===== src/rtl/led_matrix_scan_ctrl_pkg.sv =====
// -----------------------------------------------------------------------------
// led_matrix_scan_ctrl_pkg
// Shared definitions for the 4x8 tri-colour LED matrix scan controller.
//   - Colour constants (3-bit R/G/B) and colour bit indices.
//   - Matrix geometry.
//   - Scan FSM state encoding.
//   - Helpers: counter width sizing and active-low column one-hot decode.
// No ports (package).
// -----------------------------------------------------------------------------
package led_matrix_scan_ctrl_pkg;

    localparam int MATRIX_COLS = 4;
    localparam int MATRIX_ROWS = 8;
    localparam int COL_BITS    = 3 * MATRIX_ROWS;

    // Colour bit positions inside one 3-bit pixel.
    localparam int CLR_R = 2;
    localparam int CLR_G = 1;
    localparam int CLR_B = 0;

    localparam logic [2:0] BLACK = 3'b000;
    localparam logic [2:0] BLUE  = 3'b001;
    localparam logic [2:0] GREEN = 3'b010;
    localparam logic [2:0] RED   = 3'b100;
    localparam logic [2:0] WHITE = 3'b111;

    typedef enum logic [1:0] {
        ST_LOAD  = 2'd0,
        ST_BLANK = 2'd1,
        ST_DRIVE = 2'd2
    } scan_state_e;

    // Width needed to hold values 0..n-1; never narrower than one bit so a
    // degenerate count of 1 still yields a legal vector.
    function automatic int width_of(input int n);
        return (n > 1) ? $clog2(n) : 1;
    endfunction

    // Active-low one-hot enable for the given column.
    function automatic logic [MATRIX_COLS-1:0] col_enable_n(input logic [1:0] col);
        return ~(4'b0001 << col);
    endfunction

endpackage


===== src/rtl/led_matrix_scan_ctrl_if.sv =====
// -----------------------------------------------------------------------------
// led_matrix_scan_ctrl_if
// Bundles the game-controller side (column data, brightness, blink request)
// and the panel side (column enables, row drives, scan status) of the scan
// controller.
//   column_0..3  24  colour data, bits [3k+2:3k] = row 7-k (R,G,B)
//   brightness    3  PWM level, 0 = 1/8 duty .. 7 = full duty
//   blink_en      1  blink the panel (game over)
//   col_en_n      4  one-hot active-low column enable
//   row_r/g/b     8  row drives, active-high, bit r = row r (row 0 = top)
//   scan_col      2  column currently being driven/blanked
//   frame_start   1  one-cycle pulse per frame
// There is no valid/ready handshake: the inputs are level signals that the
// controller samples once per frame in its LOAD cycle; frame_start marks the
// cycle right after that sample, so a producer may update anything it likes
// until the next sample without tearing the frame being shown.
// modport master: game controller / testbench side.
// modport slave : scan controller side.
// -----------------------------------------------------------------------------
interface led_matrix_scan_ctrl_if;
    import led_matrix_scan_ctrl_pkg::*;

    logic [COL_BITS-1:0]    column_0;
    logic [COL_BITS-1:0]    column_1;
    logic [COL_BITS-1:0]    column_2;
    logic [COL_BITS-1:0]    column_3;
    logic [2:0]             brightness;
    logic                   blink_en;

    logic [MATRIX_COLS-1:0] col_en_n;
    logic [MATRIX_ROWS-1:0] row_r;
    logic [MATRIX_ROWS-1:0] row_g;
    logic [MATRIX_ROWS-1:0] row_b;
    logic [1:0]             scan_col;
    logic                   frame_start;

    modport master (
        output column_0, column_1, column_2, column_3, brightness, blink_en,
        input  col_en_n, row_r, row_g, row_b, scan_col, frame_start
    );

    modport slave (
        input  column_0, column_1, column_2, column_3, brightness, blink_en,
        output col_en_n, row_r, row_g, row_b, scan_col, frame_start
    );

endinterface


===== src/rtl/led_matrix_scan_ctrl_slot_timer.sv =====
// -----------------------------------------------------------------------------
// scan_slot_timer
// Times the BLANK gap and the DRIVE window of one column.
//   clk          in  1  clock
//   rst_n        in  1  asynchronous active-low reset
//   blank_start  in  1  strobe: begin a BLANK_CYCLES gap from the next clock
//   drive_start  in  1  strobe: begin an 8*SLOT_CYCLES drive window
//   blank_done   out 1  high in the last clock of the gap
//   drive_done   out 1  high in the last clock of the drive window
//   slot         out 3  PWM slot index 0..7 within the drive window
// Counters stop at their terminal counts and only restart on a start strobe.
// -----------------------------------------------------------------------------
module scan_slot_timer
    import led_matrix_scan_ctrl_pkg::*;
#(
    parameter int SLOT_CYCLES  = 1560,
    parameter int BLANK_CYCLES = 50
) (
    input  logic       clk,
    input  logic       rst_n,
    input  logic       blank_start,
    input  logic       drive_start,
    output logic       blank_done,
    output logic       drive_done,
    output logic [2:0] slot
);

    localparam int PW = width_of(SLOT_CYCLES);
    localparam int BW = width_of(BLANK_CYCLES + 1);
    localparam logic [PW-1:0] PRE_LAST   = PW'(SLOT_CYCLES - 1);
    localparam logic [BW-1:0] BLANK_LAST = BW'(BLANK_CYCLES - 1);

    logic [PW-1:0] pre_cnt;
    logic [BW-1:0] blank_cnt;
    logic          blank_active;
    logic          drive_active;
    logic          slot_end;

    assign blank_done = blank_active && (blank_cnt == BLANK_LAST);
    assign slot_end   = drive_active && (pre_cnt == PRE_LAST);
    assign drive_done = slot_end && (slot == 3'd7);

    always_ff @(posedge clk or negedge rst_n) begin
        if (!rst_n) begin
            blank_active <= 1'b0;
            blank_cnt    <= '0;
            drive_active <= 1'b0;
            pre_cnt      <= '0;
            slot         <= '0;
        end else begin
            if (blank_start) begin
                blank_active <= 1'b1;
                blank_cnt    <= '0;
            end else if (blank_done) begin
                blank_active <= 1'b0;
            end else if (blank_active) begin
                blank_cnt <= blank_cnt + 1'b1;
            end

            if (drive_start) begin
                drive_active <= 1'b1;
                pre_cnt      <= '0;
                slot         <= '0;
            end else if (drive_done) begin
                drive_active <= 1'b0;
            end else if (slot_end) begin
                pre_cnt <= '0;
                slot    <= slot + 3'd1;
            end else if (drive_active) begin
                pre_cnt <= pre_cnt + 1'b1;
            end
        end
    end

endmodule


===== src/rtl/led_matrix_scan_ctrl.sv =====
// -----------------------------------------------------------------------------
// led_matrix_scan_ctrl
// Scan scheduler for the 4x8 tri-colour LED matrix. Snapshots the four column
// buses once per frame, then drives the panel one column at a time with a
// blanking gap before each column, 8-level PWM brightness and an optional
// game-over blink.
//   CLK_50M    in  1   system clock
//   RST_N      in  1   asynchronous active-low reset
//   bus        slave modport of led_matrix_scan_ctrl_if (data in, panel out)
//   state_dbg  out     current scan FSM state
// All panel outputs are registered and show the internal scan state one
// clock later, so frame_start lands in the cycle after LOAD and each column's
// enables and row bits always switch on the same edge.
// -----------------------------------------------------------------------------
module led_matrix_scan_ctrl
    import led_matrix_scan_ctrl_pkg::*;
#(
    parameter int SLOT_CYCLES  = 1560,
    parameter int BLANK_CYCLES = 50,
    parameter int BLINK_FRAMES = 25
) (
    input  logic                    CLK_50M,
    input  logic                    RST_N,
    led_matrix_scan_ctrl_if.slave   bus,
    output scan_state_e             state_dbg
);

    localparam int KW = width_of(BLINK_FRAMES + 1);
    localparam logic [KW-1:0] BLINK_LAST = KW'(BLINK_FRAMES - 1);

    scan_state_e            state;
    logic [1:0]             col;
    logic [COL_BITS-1:0]    shadow [MATRIX_COLS];
    logic [2:0]             sh_bright;
    logic                   sh_dark;      // this frame is a blink-off frame
    logic [KW-1:0]          blink_cnt;
    logic                   phase;

    logic                   blank_start;
    logic                   drive_start;
    logic                   blank_done;
    logic                   drive_done;
    logic [2:0]             slot;

    logic [COL_BITS-1:0]    cur_col;
    logic [MATRIX_ROWS-1:0] pix_r;
    logic [MATRIX_ROWS-1:0] pix_g;
    logic [MATRIX_ROWS-1:0] pix_b;
    logic                   lit;

    assign state_dbg = state;

    // A gap precedes every column: after LOAD for column 0, after each
    // drive window for columns 1..3.
    assign blank_start = (state == ST_LOAD) ||
                         ((state == ST_DRIVE) && drive_done && (col != 2'd3));
    assign drive_start = (state == ST_BLANK) && blank_done;

    scan_slot_timer #(
        .SLOT_CYCLES  (SLOT_CYCLES),
        .BLANK_CYCLES (BLANK_CYCLES)
    ) u_timer (
        .clk          (CLK_50M),
        .rst_n        (RST_N),
        .blank_start  (blank_start),
        .drive_start  (drive_start),
        .blank_done   (blank_done),
        .drive_done   (drive_done),
        .slot         (slot)
    );

    // Column word bits [3k+2:3k] hold row 7-k, so row r sits at k = 7-r.
    assign cur_col = shadow[col];
    for (genvar r = 0; r < MATRIX_ROWS; r++) begin : g_row
        assign pix_r[r] = cur_col[3*(MATRIX_ROWS-1-r) + CLR_R];
        assign pix_g[r] = cur_col[3*(MATRIX_ROWS-1-r) + CLR_G];
        assign pix_b[r] = cur_col[3*(MATRIX_ROWS-1-r) + CLR_B];
    end

    // PWM: slots 0..brightness are on, so level 0 still shows 1/8 duty.
    assign lit = (slot <= sh_bright) && !sh_dark;

    always_ff @(posedge CLK_50M or negedge RST_N) begin
        if (!RST_N) begin
            state           <= ST_LOAD;
            col             <= '0;
            shadow          <= '{default: '0};
            sh_bright       <= '0;
            sh_dark         <= 1'b0;
            blink_cnt       <= '0;
            phase           <= 1'b0;
            bus.col_en_n    <= '1;
            bus.row_r       <= '0;
            bus.row_g       <= '0;
            bus.row_b       <= '0;
            bus.scan_col    <= '0;
            bus.frame_start <= 1'b0;
        end else begin
            // Registered panel view of the current internal state.
            bus.frame_start <= (state == ST_LOAD);
            bus.scan_col    <= (state == ST_LOAD) ? 2'd0 : col;
            if (state == ST_DRIVE) begin
                bus.col_en_n <= col_enable_n(col);
                bus.row_r    <= lit ? pix_r : '0;
                bus.row_g    <= lit ? pix_g : '0;
                bus.row_b    <= lit ? pix_b : '0;
            end else begin
                bus.col_en_n <= '1;
                bus.row_r    <= '0;
                bus.row_g    <= '0;
                bus.row_b    <= '0;
            end

            case (state)
                ST_LOAD: begin
                    shadow[0] <= bus.column_0;
                    shadow[1] <= bus.column_1;
                    shadow[2] <= bus.column_2;
                    shadow[3] <= bus.column_3;
                    sh_bright <= bus.brightness;
                    // The frame shows the phase held before this LOAD's
                    // update, giving BLINK_FRAMES lit then BLINK_FRAMES dark.
                    sh_dark   <= bus.blink_en & phase;
                    col       <= 2'd0;
                    if (bus.blink_en) begin
                        if (blink_cnt == BLINK_LAST) begin
                            blink_cnt <= '0;
                            phase     <= ~phase;
                        end else begin
                            blink_cnt <= blink_cnt + 1'b1;
                        end
                    end else begin
                        blink_cnt <= '0;
                        phase     <= 1'b0;
                    end
                    state <= ST_BLANK;
                end
                ST_BLANK: begin
                    if (blank_done) begin
                        state <= ST_DRIVE;
                    end
                end
                ST_DRIVE: begin
                    if (drive_done) begin
                        if (col == 2'd3) begin
                            state <= ST_LOAD;
                        end else begin
                            col   <= col + 2'd1;
                            state <= ST_BLANK;
                        end
                    end
                end
                default: state <= ST_LOAD;
            endcase
        end
    end

endmodule


===== src/flat_wrapper.sv =====
// flat-port wrapper written by rule: the top's interface ports become plain ports
module led_matrix_scan_ctrl_flat import led_matrix_scan_ctrl_pkg::*;
#(
    parameter int SLOT_CYCLES  = 1560,
    parameter int BLANK_CYCLES = 50,
    parameter int BLINK_FRAMES = 25
)
  (CLK_50M, RST_N, state_dbg, bus_column_0, bus_column_1, bus_column_2, bus_column_3, bus_brightness, bus_blink_en, bus_col_en_n, bus_row_r, bus_row_g, bus_row_b, bus_scan_col, bus_frame_start);
  led_matrix_scan_ctrl_if bus_i ();
  input  logic CLK_50M;
  input  logic RST_N;
  output scan_state_e state_dbg;
  input wire logic [$bits(bus_i.column_0)-1:0] bus_column_0;
  input wire logic [$bits(bus_i.column_1)-1:0] bus_column_1;
  input wire logic [$bits(bus_i.column_2)-1:0] bus_column_2;
  input wire logic [$bits(bus_i.column_3)-1:0] bus_column_3;
  input wire logic [$bits(bus_i.brightness)-1:0] bus_brightness;
  input wire logic [$bits(bus_i.blink_en)-1:0] bus_blink_en;
  output wire logic [$bits(bus_i.col_en_n)-1:0] bus_col_en_n;
  output wire logic [$bits(bus_i.row_r)-1:0] bus_row_r;
  output wire logic [$bits(bus_i.row_g)-1:0] bus_row_g;
  output wire logic [$bits(bus_i.row_b)-1:0] bus_row_b;
  output wire logic [$bits(bus_i.scan_col)-1:0] bus_scan_col;
  output wire logic [$bits(bus_i.frame_start)-1:0] bus_frame_start;
  assign bus_i.column_0 = bus_column_0;
  assign bus_i.column_1 = bus_column_1;
  assign bus_i.column_2 = bus_column_2;
  assign bus_i.column_3 = bus_column_3;
  assign bus_i.brightness = bus_brightness;
  assign bus_i.blink_en = bus_blink_en;
  assign bus_col_en_n = bus_i.col_en_n;
  assign bus_row_r = bus_i.row_r;
  assign bus_row_g = bus_i.row_g;
  assign bus_row_b = bus_i.row_b;
  assign bus_scan_col = bus_i.scan_col;
  assign bus_frame_start = bus_i.frame_start;
  led_matrix_scan_ctrl #(.SLOT_CYCLES(SLOT_CYCLES), .BLANK_CYCLES(BLANK_CYCLES), .BLINK_FRAMES(BLINK_FRAMES)) u_core (.CLK_50M(CLK_50M), .RST_N(RST_N), .bus(bus_i), .state_dbg(state_dbg));
endmodule

===== config.mk =====
export PLATFORM = sky130hd
export DESIGN_NAME = led_matrix_scan_ctrl_flat
export DESIGN_NICKNAME = d
export VERILOG_FILES = /design/src/rtl/led_matrix_scan_ctrl_pkg.sv /design/src/rtl/led_matrix_scan_ctrl_if.sv /design/src/rtl/led_matrix_scan_ctrl_slot_timer.sv /design/src/rtl/led_matrix_scan_ctrl.sv /design/src/flat_wrapper.sv
export SDC_FILE = /design/constraint.sdc
export NUM_CORES = 1
export LEC_CHECK = 0
export BUFFER_PORTS_ARGS = -buffer_cell sky130_fd_sc_hd__buf_2
export CAP_MARGIN = 0
export CORE_UTILIZATION = 29
export CTS_BUF_LIST = sky130_fd_sc_hd__clkbuf_8
export CTS_CLUSTER_SIZE = 14
export DETAILED_ROUTE_END_ITERATION = 7
export SKIP_LAST_GASP = 1
export SYNTH_ARGS = -nofsm -noshare
export SYNTH_HDL_FRONTEND = slang
export SYNTH_SLANG_ARGS = --single-unit

===== constraint.sdc =====
create_clock -name CLK_50M -period 5.9 [get_ports CLK_50M]
set_input_delay 0.885 -clock CLK_50M [delete_from_list [all_inputs] [get_ports CLK_50M]]
set_output_delay 0.885 -clock CLK_50M [all_outputs]
set_load 0.01 [all_outputs]

; ---- Word level (Yosys, flattened, before mapping)
; Cells that the tools add are included.
[word_totals]
reg_bits = 163
elab_cells = 105
[classes]
add_sub_neg = 5
n_lt_le_gt_ge = 2
n_eq_ne = 14
n_shift = 1
muxes = 36
bitwise_logic = 4
reduce_logical = 22
[op_table]
columns = op, count
row1 = $bmux 24 s2, 1
row2 = $mux 24, 2
row3 = $mux 8, 6
row4 = $mux 11, 4
row5 = $mux 6, 3
row6 = $add 11x1->11 const B, 1
row7 = $eq 11x11->1 const B, 1
row8 = $mux 2, 5
row9 = $mux 5, 2
row10 = $ne 2x1->1 const B, 5
row11 = $reduce_and 2->1, 5
row12 = $reduce_bool 2->1, 5
row13 = $mux 3, 3
row14 = $logic_and 1x1->1, 7
row15 = $mux 1, 7
row16 = $add 6x1->6 const B, 1
row17 = $eq 6x6->1 const B, 1
row18 = $pmux 2 s3, 1
row19 = $add 5x1->5 const B, 1
row20 = $eq 5x5->1 const B, 1
row21 = $eq 2x2->1 const B, 2
row22 = $mux 4, 1
row23 = $ne 2x2->1 const B, 2
row24 = $not 4->4, 1
row25 = other kinds (16), 16

; ---- Logic depth before layout (Yosys ltp)
[depth]
word_depth = 8
depth_mapped = 7

; ---- By module
; A second synthesis with hierarchy kept.
[unflattened]
hier_cells = 695
area_unflattened_um2 = 7174.4
[modules_own_cells]
columns = module, instances, cells_each, area_each_um2, seq_area_each_um2
row1 = led_matrix_scan_ctrl, 1, 581, 5920.7, 3533.4
row2 = scan_slot_timer, 1, 114, 1253.7, 550.5

; ---- Worst setup path before layout
; No wires, ideal clock.
[synth_timing]
path_kind = flip-flop to flip-flop
from = register u_core.u_timer.slot[1]
to = register u_core.u_timer.pre_cnt[10]
setup_ns = 0.124
arrival_time_ns = 2.010
t_required_ns = 5.776
path_slack_ns = 3.765
stages_incl_launch_ff = 8
period_less_slack_ns = 2.135
path_cell_list = dfrtp_1 -> ha_1 -> ha_1 -> or4_1 -> or4_1 -> clkbuf_1 -> nand2_1 -> nor2_1
[synth_via]
elab_chain_len = 4
[synth_lines]
columns = element, line_no
row1 = from (decl), led_matrix_scan_ctrl_slot_timer.sv:25  ; output logic [2:0] slot
row2 = from (signal assigned), led_matrix_scan_ctrl_slot_timer.sv:68  ; slot <= slot + 3'd1;
row3 = $eq 3x3->1, led_matrix_scan_ctrl_slot_timer.sv:41  ; assign drive_done = slot_end && (slot == 3'd7);
row4 = $logic_and 1x1->1, led_matrix_scan_ctrl_slot_timer.sv:41
row5 = $ne 2x1->1 (no line), n/a
row6 = $reduce_and 2->1 (no line), n/a
row7 = to (signal assigned), led_matrix_scan_ctrl_slot_timer.sv:70  ; pre_cnt <= pre_cnt + 1'b1;
row8 = to (decl), led_matrix_scan_ctrl_slot_timer.sv:33  ; logic [PW-1:0] pre_cnt;
; Every way passes these cells.
; A chain may end at the register's enable or synchronous reset.

; ---- Worst setup path in the final report
[layout_timing]
from = register u_core.col[1]
to = register u_core.col[1]
[layout_via]
elab_chain_len = 4
word_cells_on_any_way = 7
cone_classes = add/sub (1) / eq/ne (2) / mux (3) / reduce/logical (1)
[layout_lines]
columns = element, line_no
row1 = from (decl), led_matrix_scan_ctrl.sv:32  ; logic [1:0] col;
row2 = from (signal assigned), led_matrix_scan_ctrl.sv:148  ; col <= col + 2'd1;
row3 = $add 2x1->2, led_matrix_scan_ctrl.sv:148
row4 = $mux 2, led_matrix_scan_ctrl.sv:145  ; if (col == 2'd3) begin
row5 = $mux 2, led_matrix_scan_ctrl.sv:144  ; if (drive_done) begin
row6 = $pmux 2 s2, led_matrix_scan_ctrl.sv:114  ; case (state)
; Several ways; a longest one is shown, not always the timed one. The select of a mux whose other input is x is not followed.

==> flow_summary.toml <==
[worst_setup_path]
crit_buf_inv = 1
reg2reg_from = "u_core.col[1]$_DFFE_PN0P_"
crit_start = "u_core.col[1]$_DFFE_PN0P_"
slowest_delay_ps = 520
critPathSlowestCell = "or4b_1"
cp.arrival_ps = 2810
worstSetupStartpointType = "flop"
end_kind = "flop"
path_depth = 6
path_cells = "buf_4, ha_1, or4b_1, or4_4, and3_1, a211o_1"
reg2regPathDepth = 6
path_max_fanout = 29
required_ps = 6240
critPathKind = "reg2reg"
r2r_end = "u_core.col[1]$_DFFE_PN0P_"
crit_family = "simple AND/OR/NAND/NOR gates"
regToRegSetupSlack_ps = 3430
endpoint = "u_core.col[1]$_DFFE_PN0P_"

[synthesis]
syn-cell-area_sq_um = 7080
synth_cell_types = 44
yosys.area.top_type_share = 0.562
synth_nets = 824
yosysSeqAreaShare = 0.577
synth_edf_count = 0
yosysMostFrequentCell = "nand2_1"
synth-seq-cells = 163
synthTopCellsByArea = "dfrtp_1, nand2_1, mux4_2, nor3b_1, ha_1"
synth_area_per_cell_sq_um = 10.0
syn_inst = 708
ys_warn_count = 0
synthArstFlopShare = 1.00
ys.flop_type = "dfrtp_1"
synth_top_cell_by_area = "dfrtp_1"
synth_commonest_cells = "nand2_1, dfrtp_1, clkbuf_1"

[cts]
ctsRootBufferMaster = "clkbuf_8"
post_cts_buffers = 0
cts_tree = "yes"
clockBufferDepth = 2
cts_inserted_buffers = 17
htree_levels = 4
clkSinkCount = 163
hold_buffers = 0
clk_latency_ps = 460
cts_resized = 0
cts.clk_slew.worst_paths_ps = 80

[cells_and_area]
area_growth_pct = 20.0
multi_input_area_sq_um = 2800
n_fill_cell = 2443
antenna_cells = 0
nNetsFinal = 945
final_cells = 1161
seq_area_sq_um = 4090
drive_gt1_frac = 0.252

[sta]
worst_slew_pin_slew_ps = 1010
fin_skew_ps = 17.0
fin_crit_sh = 0.419
final_hold_viol_count = 0
setup_tns_ps = 0
setup_violations = 0
timing.fmax_mhz = 404
rsz0062_at_grt = "false"
finalMaxSlewViolations = 0
period_needed_ps = 2470
maxSlewHeadroom = 0.325

[route]
postRouteWirelength_um = 16600
drtIter0Drc = 254
top_layer_used = "met4"
met3_length_um = 649
wl_per_cell_um = 14.3
drc = 0
wl_met1_um = 7820
viasPerCell = 4.44
antenna_left = 0
vias = 5152
dr.pass1.iters = 4
wl_met2_um = 7930

[floorplan]
start_util = 0.299
design.portCount = 135
rows = 56
die_w_um = 158
fp.dieArea_sq_um = 25000
core_area_sq_um = 23700
die_h_um = 158

[global_routing]
grt_overflow = 0
grt_pass1_wl_um = 26500
grt_antenna_before_repair = 0
grtUsageTotal = 0.140
grt_max_degree = 111
grt_pass1_vias = 5062

[pwr]
leakage_nw = 4.19
p_per_area_nw_per_um2 = 252
ir_drop_mv = 0.118

[placement]
detailed_place_hpwl_um = 11000
place_congestion = 0.759
placed_cells = 1129
io_buffers = 134

[flow_run]
drv_cap = 0

[run_status]
status = "completed"

[min_path]
hold_path.class = "reg2reg"
[worst min-delay path, stage by stage, from the launching register on]
cell,delay [ps]
dfrtp_1,340
nand2_1,50
nand2_1,50
[registers in the layout, summed over array words and instances, names as in the netlist, 2 cells and up]
| signal | flops |
|---|---|
| u_core.bus.row_r | 8 |
| u_core.bus.row_b | 8 |
| u_core.shadow | 96 |
| u_core.u_timer.blank_cnt | 6 |
| u_core.state_dbg | 2 |
| u_core.u_timer.slot | 3 |
| u_core.bus.scan_col | 2 |
| u_core.u_timer.pre_cnt | 11 |
| u_core.sh_bright | 3 |
| u_core.bus.row_g | 8 |
| u_core.col | 2 |
| u_core.blink_cnt | 5 |
| u_core.bus.col_en_n | 4 |
[how the worst min path moves through the flow]
stage                               endpoint  slack (ps)  depth (start not counted)                           from
2_1_floorplan     u_core.sh_dark$_DFFE_PN0P_         430                          2     u_core.sh_dark$_DFFE_PN0P_
3_3_place_gp      u_core.sh_dark$_DFFE_PN0P_         440                          2     u_core.sh_dark$_DFFE_PN0P_
3_5_place_dp      u_core.sh_dark$_DFFE_PN0P_         450                          2     u_core.sh_dark$_DFFE_PN0P_
4_1_cts           u_core.sh_dark$_DFFE_PN0P_         470                          2     u_core.sh_dark$_DFFE_PN0P_
5_1_grt        u_core.shadow[46]$_DFFE_PN0P_         490                          2  u_core.shadow[46]$_DFFE_PN0P_
6_report       u_core.shadow[31]$_DFFE_PN0P_         470                          2  u_core.shadow[31]$_DFFE_PN0P_
[cells in the final DEF, fill, tap and decap left out, types with 4 or more instances in the layout]
cell      count
nand2_1     318
xnor2_1       8
buf_4         7
xor2_1        4
nand4_1       7
o21ai_0      10
dfstp_2       4
clkbuf_8     22
ha_1         14
nor3_1        6
inv_1        13
mux4_2       24
nand4b_1      4
nand3_1       7
dfrtp_1     158
buf_2       133
nor3b_1      25
nor2_1       23
a21oi_1       4
[metrics by stage]
stage                     utilization  cell area [sq um]  setup WS [ps]  total power [mW]  hold WS, ps
after floorplan                     -               7080           3770              1.23          430
after global placement          0.341               8070           3440              1.30          442
after detailed placement        0.341               8070           3430              1.30          452
after CTS                       0.359               8500           3420              2.17          472
after global routing            0.359               8500           3310              2.23          489
final                           0.359               8500           3430              2.14          469
[logic make-up (layout without fill, tap and decap cells)]
logic type | Yosys count | after routing | share of synthesized area
adder cells (fa/ha/maj) | 14 | 14 | 0.0247
multiplexers | 27 | 27 | 0.0807
XOR/XNOR | 12 | 12 | 0.0148
buffers and inverters | 53 | 187 | 0.0288
AO/OA/AOI/OAI | 27 | 27 | 0.0244
flip-flops | 163 | 163 | 0.577
AND/OR/NAND/NOR | 412 | 412 | 0.250
[power by group]
part / switching [mW] / internal [mW]
Sequential: 0.0179 / 1.15
Clock: 0.426 / 0.435
Combinational: 0.0568 / 0.0524
Total: 0.501 / 1.64
[routing by layer]
layer | up-vias | GRT usage
li1 | 2543 | -
met1 | 2488 | 0.189
met2 | 109 | 0.220
met3 | 12 | 0.0343
met4 | 0 | 0.0440
met5 | - | 0
[final cells by class]
cell class / instances / share of cell area
Sequential cell: 163 / 0.481
Clock inverter: 10 / 0.0144
Clock buffer: 22 / 0.0356
Timing Repair Buffer: 141 / 0.0858
Inverter: 14 / 0.00633
Tap cell: 319 / 0.0470
Multi-Input combinational cell: 492 / 0.330
(Power assumes the default switching activity.)
